--- src/rtl/noc_pkg.sv ---
// Shared packet format and FSM state types for the node<->router byte-serial link.
package noc_pkg;

   typedef struct packed {
      logic [3:0]  src;
      logic [3:0]  dest;
      logic [23:0] data;
   } pkt_t;

   localparam int         BYTES_PER_PKT = 4;
   localparam logic [1:0] LAST_BYTE     = 2'(BYTES_PER_PKT - 1);

   typedef enum logic [1:0] {RX_IDLE, RX_RECV, RX_DROP} rx_state_e;
   typedef enum logic [1:0] {TX_IDLE, TX_SEND, TX_GAP}  tx_state_e;

   // Byte idx of a packet on the wire; byte 0 is the MSB byte.
   function automatic logic [7:0] pkt_byte(input pkt_t pkt, input logic [1:0] idx);
      logic [31:0] w;
      logic [7:0]  b;
      w = pkt;
      b = w[31:24];
      case (idx)
         2'd1:    b = w[23:16];
         2'd2:    b = w[15:8];
         2'd3:    b = w[7:0];
         default: b = w[31:24];
      endcase
      return b;
   endfunction

endpackage

--- src/rtl/port_fifo.sv ---
// Show-ahead packet FIFO: data_out is the head entry whenever empty is low.
module port_fifo #(
   parameter int WIDTH = 32,
   parameter int DEPTH = 4
) (
   input  logic                     clk,
   input  logic                     rst_b,
   input  logic [WIDTH-1:0]         data_in,
   input  logic                     we,
   input  logic                     re,
   output logic [WIDTH-1:0]         data_out,
   output logic                     full,
   output logic                     empty,
   output logic [$clog2(DEPTH):0]   count
);

   localparam int            AW       = $clog2(DEPTH);
   localparam int            CW       = AW + 1;
   localparam logic [CW-1:0] FULL_CNT = CW'(DEPTH);

   if ((DEPTH < 2) || ((DEPTH & (DEPTH - 1)) != 0)) begin : g_bad_depth
      $error("port_fifo DEPTH must be a power of 2 and at least 2");
   end

   logic [WIDTH-1:0] mem_q [DEPTH];
   logic [AW-1:0]    wr_ptr_q, wr_ptr_d;
   logic [AW-1:0]    rd_ptr_q, rd_ptr_d;
   logic [CW-1:0]    count_q, count_d;
   logic             do_push, do_pop;

   assign empty    = (count_q == '0);
   assign full     = (count_q == FULL_CNT);
   assign count    = count_q;
   assign data_out = mem_q[rd_ptr_q];

   // A full FIFO still accepts a push when the head leaves on the same edge.
   assign do_pop  = re & ~empty;
   assign do_push = we & (~full | do_pop);

   always_comb begin
      wr_ptr_d = wr_ptr_q + AW'(do_push);
      rd_ptr_d = rd_ptr_q + AW'(do_pop);
      count_d  = count_q + CW'(do_push) - CW'(do_pop);
   end

   always_ff @(posedge clk or negedge rst_b) begin
      if (!rst_b) begin
         wr_ptr_q <= '0;
         rd_ptr_q <= '0;
         count_q  <= '0;
      end else begin
         wr_ptr_q <= wr_ptr_d;
         rd_ptr_q <= rd_ptr_d;
         count_q  <= count_d;
      end
   end

   always_ff @(posedge clk) begin
      if (do_push) begin
         mem_q[wr_ptr_q] <= data_in;
      end
   end

endmodule

--- src/rtl/router_node_port.sv ---
// Router-side end of the node<->router byte-serial link: reassembles inbound
// 4-byte packets for the core and serialises core packets out to the node.
module router_node_port
   import noc_pkg::*;
#(
   parameter int NODEID   = 0,
   parameter int RX_DEPTH = 4,
   parameter int TX_DEPTH = 4
) (
   input  logic       clk,
   input  logic       rst_b,
   input  logic       put_from_node,
   input  logic [7:0] payload_from_node,
   output logic       free_to_node,
   output logic       put_to_node,
   output logic [7:0] payload_to_node,
   input  logic       free_from_node,
   output pkt_t       rx_pkt,
   output logic       rx_valid,
   input  logic       rx_ready,
   output logic       rx_err,
   input  pkt_t       tx_pkt,
   input  logic       tx_valid,
   output logic       tx_ready
);

   localparam int RX_CW = $clog2(RX_DEPTH) + 1;
   localparam int RX_LW = RX_CW + 1;
   localparam int TX_CW = $clog2(TX_DEPTH) + 1;

   // Packets from a foreign src are still forwarded; the ID only has to fit the src field.
   if ((NODEID < 0) || (NODEID > 15)) begin : g_bad_nodeid
      $error("router_node_port NODEID must fit the 4-bit src field");
   end

   rx_state_e         rx_state_q, rx_state_d;
   logic [1:0]        rx_cnt_q, rx_cnt_d;
   logic [31:0]       rx_shift_q, rx_shift_d;
   logic              rx_err_q, rx_err_d;
   logic              free_q, free_d;
   logic [31:0]       rx_word, rx_head;
   logic              rx_push, rx_pop, rx_full, rx_empty;
   logic [RX_CW-1:0]  rx_count;
   logic [RX_LW-1:0]  rx_load;

   tx_state_e         tx_state_q, tx_state_d;
   logic [1:0]        tx_cnt_q, tx_cnt_d;
   logic [31:0]       tx_head;
   logic              tx_push, tx_pop, tx_full, tx_empty;
   logic [TX_CW-1:0]  tx_count;

   assign rx_word = {rx_shift_q[23:0], payload_from_node};
   assign rx_pop  = rx_ready & ~rx_empty;

   port_fifo #(.WIDTH(32), .DEPTH(RX_DEPTH)) u_rx_fifo (
      .clk      (clk),
      .rst_b    (rst_b),
      .data_in  (rx_word),
      .we       (rx_push),
      .re       (rx_ready),
      .data_out (rx_head),
      .full     (rx_full),
      .empty    (rx_empty),
      .count    (rx_count)
   );

   always_comb begin
      rx_state_d = rx_state_q;
      rx_cnt_d   = rx_cnt_q;
      rx_shift_d = rx_shift_q;
      rx_err_d   = 1'b0;
      rx_push    = 1'b0;
      case (rx_state_q)
         RX_IDLE: begin
            if (put_from_node) begin
               if (free_q) begin
                  rx_shift_d = rx_word;
                  rx_cnt_d   = 2'd1;
                  rx_state_d = RX_RECV;
               end else begin
                  rx_state_d = RX_DROP;
               end
            end
         end
         RX_RECV: begin
            if (put_from_node) begin
               rx_shift_d = rx_word;
               if (rx_cnt_q == LAST_BYTE) begin
                  rx_push    = 1'b1;
                  rx_err_d   = rx_full & ~rx_pop;
                  rx_cnt_d   = 2'd0;
                  rx_state_d = RX_IDLE;
               end else begin
                  rx_cnt_d = rx_cnt_q + 2'd1;
               end
            end else begin
               rx_err_d   = 1'b1;
               rx_cnt_d   = 2'd0;
               rx_state_d = RX_IDLE;
            end
         end
         RX_DROP: begin
            if (!put_from_node) begin
               rx_err_d   = 1'b1;
               rx_state_d = RX_IDLE;
            end
         end
         default: rx_state_d = RX_IDLE;
      endcase
      // Occupancy after this edge's pop, plus any packet still arriving on the wire.
      rx_load = {1'b0, rx_count} - RX_LW'(rx_pop)
              + RX_LW'((rx_state_q == RX_RECV) || put_from_node);
      free_d  = (rx_load < RX_LW'(RX_DEPTH));
   end

   assign rx_pkt       = pkt_t'(rx_head);
   assign rx_valid     = ~rx_empty;
   assign rx_err       = rx_err_q;
   assign free_to_node = free_q;

   assign tx_pop   = (tx_state_q == TX_SEND) && (tx_cnt_q == LAST_BYTE);
   assign tx_ready = (tx_count < TX_CW'(TX_DEPTH)) | (tx_full & tx_pop);
   assign tx_push  = tx_valid & tx_ready;

   port_fifo #(.WIDTH(32), .DEPTH(TX_DEPTH)) u_tx_fifo (
      .clk      (clk),
      .rst_b    (rst_b),
      .data_in  (tx_pkt),
      .we       (tx_push),
      .re       (tx_pop),
      .data_out (tx_head),
      .full     (tx_full),
      .empty    (tx_empty),
      .count    (tx_count)
   );

   // TX_GAP forces a quiet cycle so the node's free is re-sampled after it reacts to the packet.
   always_comb begin
      tx_state_d = tx_state_q;
      tx_cnt_d   = tx_cnt_q;
      case (tx_state_q)
         TX_IDLE: begin
            if (!tx_empty && free_from_node) begin
               tx_cnt_d   = 2'd0;
               tx_state_d = TX_SEND;
            end
         end
         TX_SEND: begin
            if (tx_cnt_q == LAST_BYTE) begin
               tx_cnt_d   = 2'd0;
               tx_state_d = TX_GAP;
            end else begin
               tx_cnt_d = tx_cnt_q + 2'd1;
            end
         end
         TX_GAP:  tx_state_d = TX_IDLE;
         default: tx_state_d = TX_IDLE;
      endcase
   end

   assign put_to_node     = (tx_state_q == TX_SEND);
   assign payload_to_node = put_to_node ? pkt_byte(pkt_t'(tx_head), tx_cnt_q) : 8'h00;

   always_ff @(posedge clk or negedge rst_b) begin
      if (!rst_b) begin
         rx_state_q <= RX_IDLE;
         rx_cnt_q   <= 2'd0;
         rx_shift_q <= 32'h0;
         rx_err_q   <= 1'b0;
         free_q     <= 1'b1;
         tx_state_q <= TX_IDLE;
         tx_cnt_q   <= 2'd0;
      end else begin
         rx_state_q <= rx_state_d;
         rx_cnt_q   <= rx_cnt_d;
         rx_shift_q <= rx_shift_d;
         rx_err_q   <= rx_err_d;
         free_q     <= free_d;
         tx_state_q <= tx_state_d;
         tx_cnt_q   <= tx_cnt_d;
      end
   end

endmodule

--- config.mk ---
export PLATFORM = sky130hd
export DESIGN_NAME = router_node_port
export DESIGN_NICKNAME = d
export VERILOG_FILES = /design/src/rtl/noc_pkg.sv /design/src/rtl/port_fifo.sv /design/src/rtl/router_node_port.sv
export SDC_FILE = /design/constraint.sdc
export NUM_CORES = 1
export LEC_CHECK = 0
export CAP_MARGIN = 20
export CORE_MARGIN = 10
export CORE_UTILIZATION = 29
export DETAILED_ROUTE_END_ITERATION = 16
export MAX_ROUTING_LAYER = met4
export PLACE_DENSITY = 0.52
export SYNTH_ARGS = -nofsm -noshare
export SYNTH_HDL_FRONTEND = slang
export SYNTH_SLANG_ARGS = --single-unit
export TNS_END_PERCENT = 5
--- constraint.sdc ---
create_clock -name clk -period 6.75 [get_ports clk]
set_input_delay 2.025 -clock clk [delete_from_list [all_inputs] [get_ports clk]]
set_output_delay 2.025 -clock clk [all_outputs]
set_load 0.01 [all_outputs]
==> Implementation_results.wiki <==
{| class="wikitable"
! Metric !! Value
|-
| Run status || finished clean
|-
| Number of setup buffers added after CTS || 0
|-
| Routed wire per std cell || 19.5 um
|-
| Number of cell instances on the worst register-to-register path || 7
|-
| Maximum fanout along the worst path || 37
|-
| Power density over cell area || 425 nW/um2
|-
| Total power || slightly above 0.006 W
|-
| Placer congestion estimate || 0.739
|-
| Fraction of layout instances using a drive strength above 1 || 19.1%
|-
| Number of buffers added on ports || 90
|-
| Destination of the critical timing path || payload_to_node[1]
|-
| Largest net degree at the start of global routing || 49
|-
| Starting Density || 29.5%
|-
| Clk root buf || clkbuf_16
|-
| Met3 wire length || ~1200 um
|-
| Number of buffers on the longest clock path || 3
|-
| Required time at the worst-slack endpoint || roughly 4.7 ns
|-
| H-tree levels || 2
|-
| Chip Width || around 220 um
|-
| Initial detailed-routing violation count || just under 400
|-
| CTS Buf Count || 35
|-
| Sequential cell area fraction in the yosys report || roughly three quarters
|-
| Share of synthesized registers carrying an async set or reset || 15.8%
|-
| Final Setup Violations || 0
|-
| Post-Synth Adder-Cell Area || 2.25%
|-
| IO Pins || 91
|-
| Die Area || around 49000 um2
|-
| HP Class || flop to flop
|-
| Vias per cell || 4.54
|-
| Number of clock sinks seen by CTS || approximately 300
|-
| Highest-delay cell along the critical path || dfrtp_2
|-
| Most numerous cell in the Yosys netlist || edfxtp_1
|-
| Share of the synthesized area in the top cell type || about two thirds
|-
| Gate count after technology mapping || between 600 and 700
|-
| DRC errors left || 0
|-
| Hold Vio Cnt, Final || 0
|-
| Top cells by area, synth || edfxtp_1, dfrtp_1, mux4_2
|-
| Maximum capacitance violations || 0
|-
| Maximum single-stage delay on the critical path || between 0.9 and 1 ns
|-
| Most instantiated cells after synthesis || edfxtp_1, dfrtp_1, mux2i_1, mux4_2, mux2_2
|-
| Cell type with the largest total area after synthesis || edfxtp_1
|-
| VDD IR-drop max || ~0.25 mV
|-
| Height of the die || roughly 220 um
|-
| Crit Reg-Reg Startpoint || tx_cnt_q[0]$_DFFE_PN0P_
|-
| Worst-Margin Slew || roughly 0.91 ns
|-
| Worst max-slew margin expressed relative to the limit || 39.4%
|-
| Count of distinct cell types in the synthesized netlist || 48
|-
| Uppermost layer routed || met4
|-
| Hold path depth || 1
|-
| Post-route fraction of the period consumed by the critical path || a little under 80%
|-
| Placement-stage cell area || about 13000 um2
|-
| Leakage dissipation || slightly below 5 nW
|-
| Mean instance size in the synthesized netlist || 19.5 um2
|-
| Count of flip-flops with a built-in enable after synthesis || 256
|-
| Final global-route overflow total || 0
|-
| Antenna violations before repair || 1
|-
| Latest clock arrival within the worst-skew pair || 0.54 ns
|-
| Total track usage || between 10% and 20%
|-
| Yosys reg bits || roughly 300
|-
| Area growth syn-to-layout || 21.6%
|-
| WL met2 || between 10000 and 15000 um
|-
| Worst reg2reg setup slack || roughly 4.2 ns
|-
| Area of the placeable core || between 40000 and 50000 um2
|-
| Reg-to-Reg End || u_tx_fifo.mem_q[3][20]$_DFFE_PP_
|-
| Critical setup path kind || flop to output port
|-
| Number of global-route vias before repair || between 6000 and 7000
|-
| Share of synthesized cell area in and, or, nand and nor gates || 2.53%
|-
| Sum Neg Setup Slack || 0 ns
|-
| Most used DFF post-synth || edfxtp_1
|-
| Layout filler cell count || about 3800
|-
| Number of hold buffers added after CTS || 0
|-
| Worst setup startpoint || u_tx_fifo.rd_ptr_q[0]$_DFF_PN0_
|-
| NumNets Final || 784
|-
| Area fraction in compound gates after synthesis || under 10%
|-
| Post-Layout Inst Area || roughly 14000 um2
|-
| Highest Clock Rate || between 150 and 200 MHz
|-
| XOR/XNOR Fraction of Synth Area || less than 1%
|-
| DP Wirelength || around 15000 um
|-
| Critical path, cell by cell || buf_4, mux4_2, o21ai_1, a21oi_1, clkdlybuf4s50_1
|-
| Cell area after synthesis || ~12000 um2
|-
| Number of nets in the synthesized netlist || 672
|-
| Clock period minus worst slack || about 5.2 ns
|-
| Count of pins over their slew limit || 0
|-
| CP endpoint kind || output port
|-
| Number of gates resized after CTS || 0
|-
| Number of rows created at floorplan || 73
|-
| CTS tree || built
|-
| Global-route wire length before repair || ~38000 um
|-
| Number of optimization iterations in the first detailed-route pass || 4
|-
| Main combinational cell family by area after synthesis || multiplexers
|-
| CP startpoint kind || flop
|-
| DRT met1 WL || approximately 11000 um
|-
| Antenna Nets Post-Route || 0
|-
| Wire length after detailed routing || 24700 um
|-
| Data arrival at the endpoint of the critical path || 3.19 ns
|-
| Vias post-DR || roughly 5800
|-
| Unrepaired setup endpoints after global routing || false
|-
| Clock-pin transition on the worst setup and hold timing paths || about 0.050 ns
|-
| Clock skew || about 0.020 ns
|-
| Multiplexer share of the synthesized area || a little over an eighth
|-
| Number of warning messages in the yosys log || 0
|}
## layout by cell type (no fill, tap or decap), drive strengths merged, types with 2 or more instances in the layout
master / netlist / layout
mux2: 25 / 25
edfxtp: 256 / 256
nand3: 2 / 2
a211oi: 7 / 7
clkinv: 0 / 14
a21oi: 17 / 17
buf: 22 / 14
nand3b: 8 / 8
nor2: 10 / 10
o21ai: 18 / 18
and3: 3 / 3
nand2b: 3 / 3
clkbuf: 6 / 46
and2: 2 / 2
o22ai: 15 / 15
fa: 2 / 2
nor2b: 3 / 3
mux2i: 40 / 40
dfrtp: 47 / 47
nor3: 3 / 3
mux4: 40 / 40
nor3b: 4 / 4
ha: 18 / 18
inv: 20 / 21
xnor2: 3 / 3
xor2: 5 / 5
nand2: 11 / 11
a22o: 2 / 2
clkdlybuf4s50: 0 / 89
o211ai: 2 / 2
## power breakdown
part / internal [W] / switching, W / total (W) / leakage [nW]
Clock: 0.000978 / 0.000736 / 0.00171 / 0.505
Combinational: 0.000883 / 0.000831 / 0.00171 / 1.52
Sequential: 0.00239 / 0.000284 / 0.00268 / 2.90
Total: 0.00426 / 0.00185 / 0.00611 / 4.92
## metal layers
metal / up-vias / global-route usage (%)
met5: - / -
met4: 0 / 3.35
met3: 28 / 2.56
met2: 135 / 16.4
met1: 2972 / 12.4
li1: 2630 / -
## layout make-up
cell class              instances  area [um2]  area share (%)
flip-flops and latches        304        8890            61.9
multi-input cells             254        2690            18.7
repair buffers                103        1010            7.00
clock buffers                  46         927            6.46
well taps                     525         657            4.57
clock inverters                16         115           0.802
inverters                      20        75.1           0.523
diodes                          1        2.50          0.0174
## worst min path at each step
stage / startpoint / endpoint / slack, ns
floorplan: rx_cnt_q[1]$_DFFE_PN0P_ / rx_cnt_q[1]$_DFFE_PN0P_ / 0.46
global placement: tx_state_q[0]$_DFFE_PN0P_ / tx_state_q[0]$_DFFE_PN0P_ / 0.48
detailed placement: rx_cnt_q[1]$_DFFE_PN0P_ / rx_cnt_q[1]$_DFFE_PN0P_ / 0.49
CTS: rx_shift_q[19]$_DFFE_PN0P_ / u_rx_fifo.mem_q[0][27]$_DFFE_PP_ / 0.50
global route: rx_shift_q[19]$_DFFE_PN0P_ / u_rx_fifo.mem_q[0][27]$_DFFE_PP_ / 0.53
finish: rx_cnt_q[1]$_DFFE_PN0P_ / rx_cnt_q[1]$_DFFE_PN0P_ / 0.49
## cells by family (layout without fill, tap and decap cells)
group / after synthesis / after routing
adders and majority gates: 20 / 20
muxes: 105 / 105
DFF: 304 / 304
buffers and inverters: 48 / 185
other: 0 / 1
and+or+nand+nor: 52 / 52
xor gates and xnor gates: 8 / 8
AOI/OAI and AO/OA: 69 / 69
## per-stage QoR
stage	utilization (%)	worst slack [ns]	hold WS, ns	cells
detailed placement	33.2	1.89	0.488	1205
floorplan	-	1.52	0.460	606
global route	35.9	1.37	0.528	1269
finish	35.9	1.53	0.493	1269
CTS	35.8	1.30	0.498	1267
global placement	33.2	1.89	0.478	1205
## critical path: cells and delay by family, from the launching register on
family	cells	cell delay (ns)
flops	1	0.96
mux	1	0.52
buf+inv	2	0.86
compound gates	2	0.32
## state kept, by name, indices dropped and copies added (netlist names)
register	count
u_rx_fifo.mem_q	128
u_tx_fifo.mem_q	128
rx_shift_q	24
u_rx_fifo.count	3
u_tx_fifo.count	3
rx_cnt_q	2
rx_state_q	2
tx_cnt_q	2
tx_state_q	2
u_rx_fifo.rd_ptr_q	2
u_rx_fifo.wr_ptr_q	2
u_tx_fifo.rd_ptr_q	2
u_tx_fifo.wr_ptr_q	2
free_to_node	1
rx_err	1
Note: power is estimated with default switching activity, not from simulation.
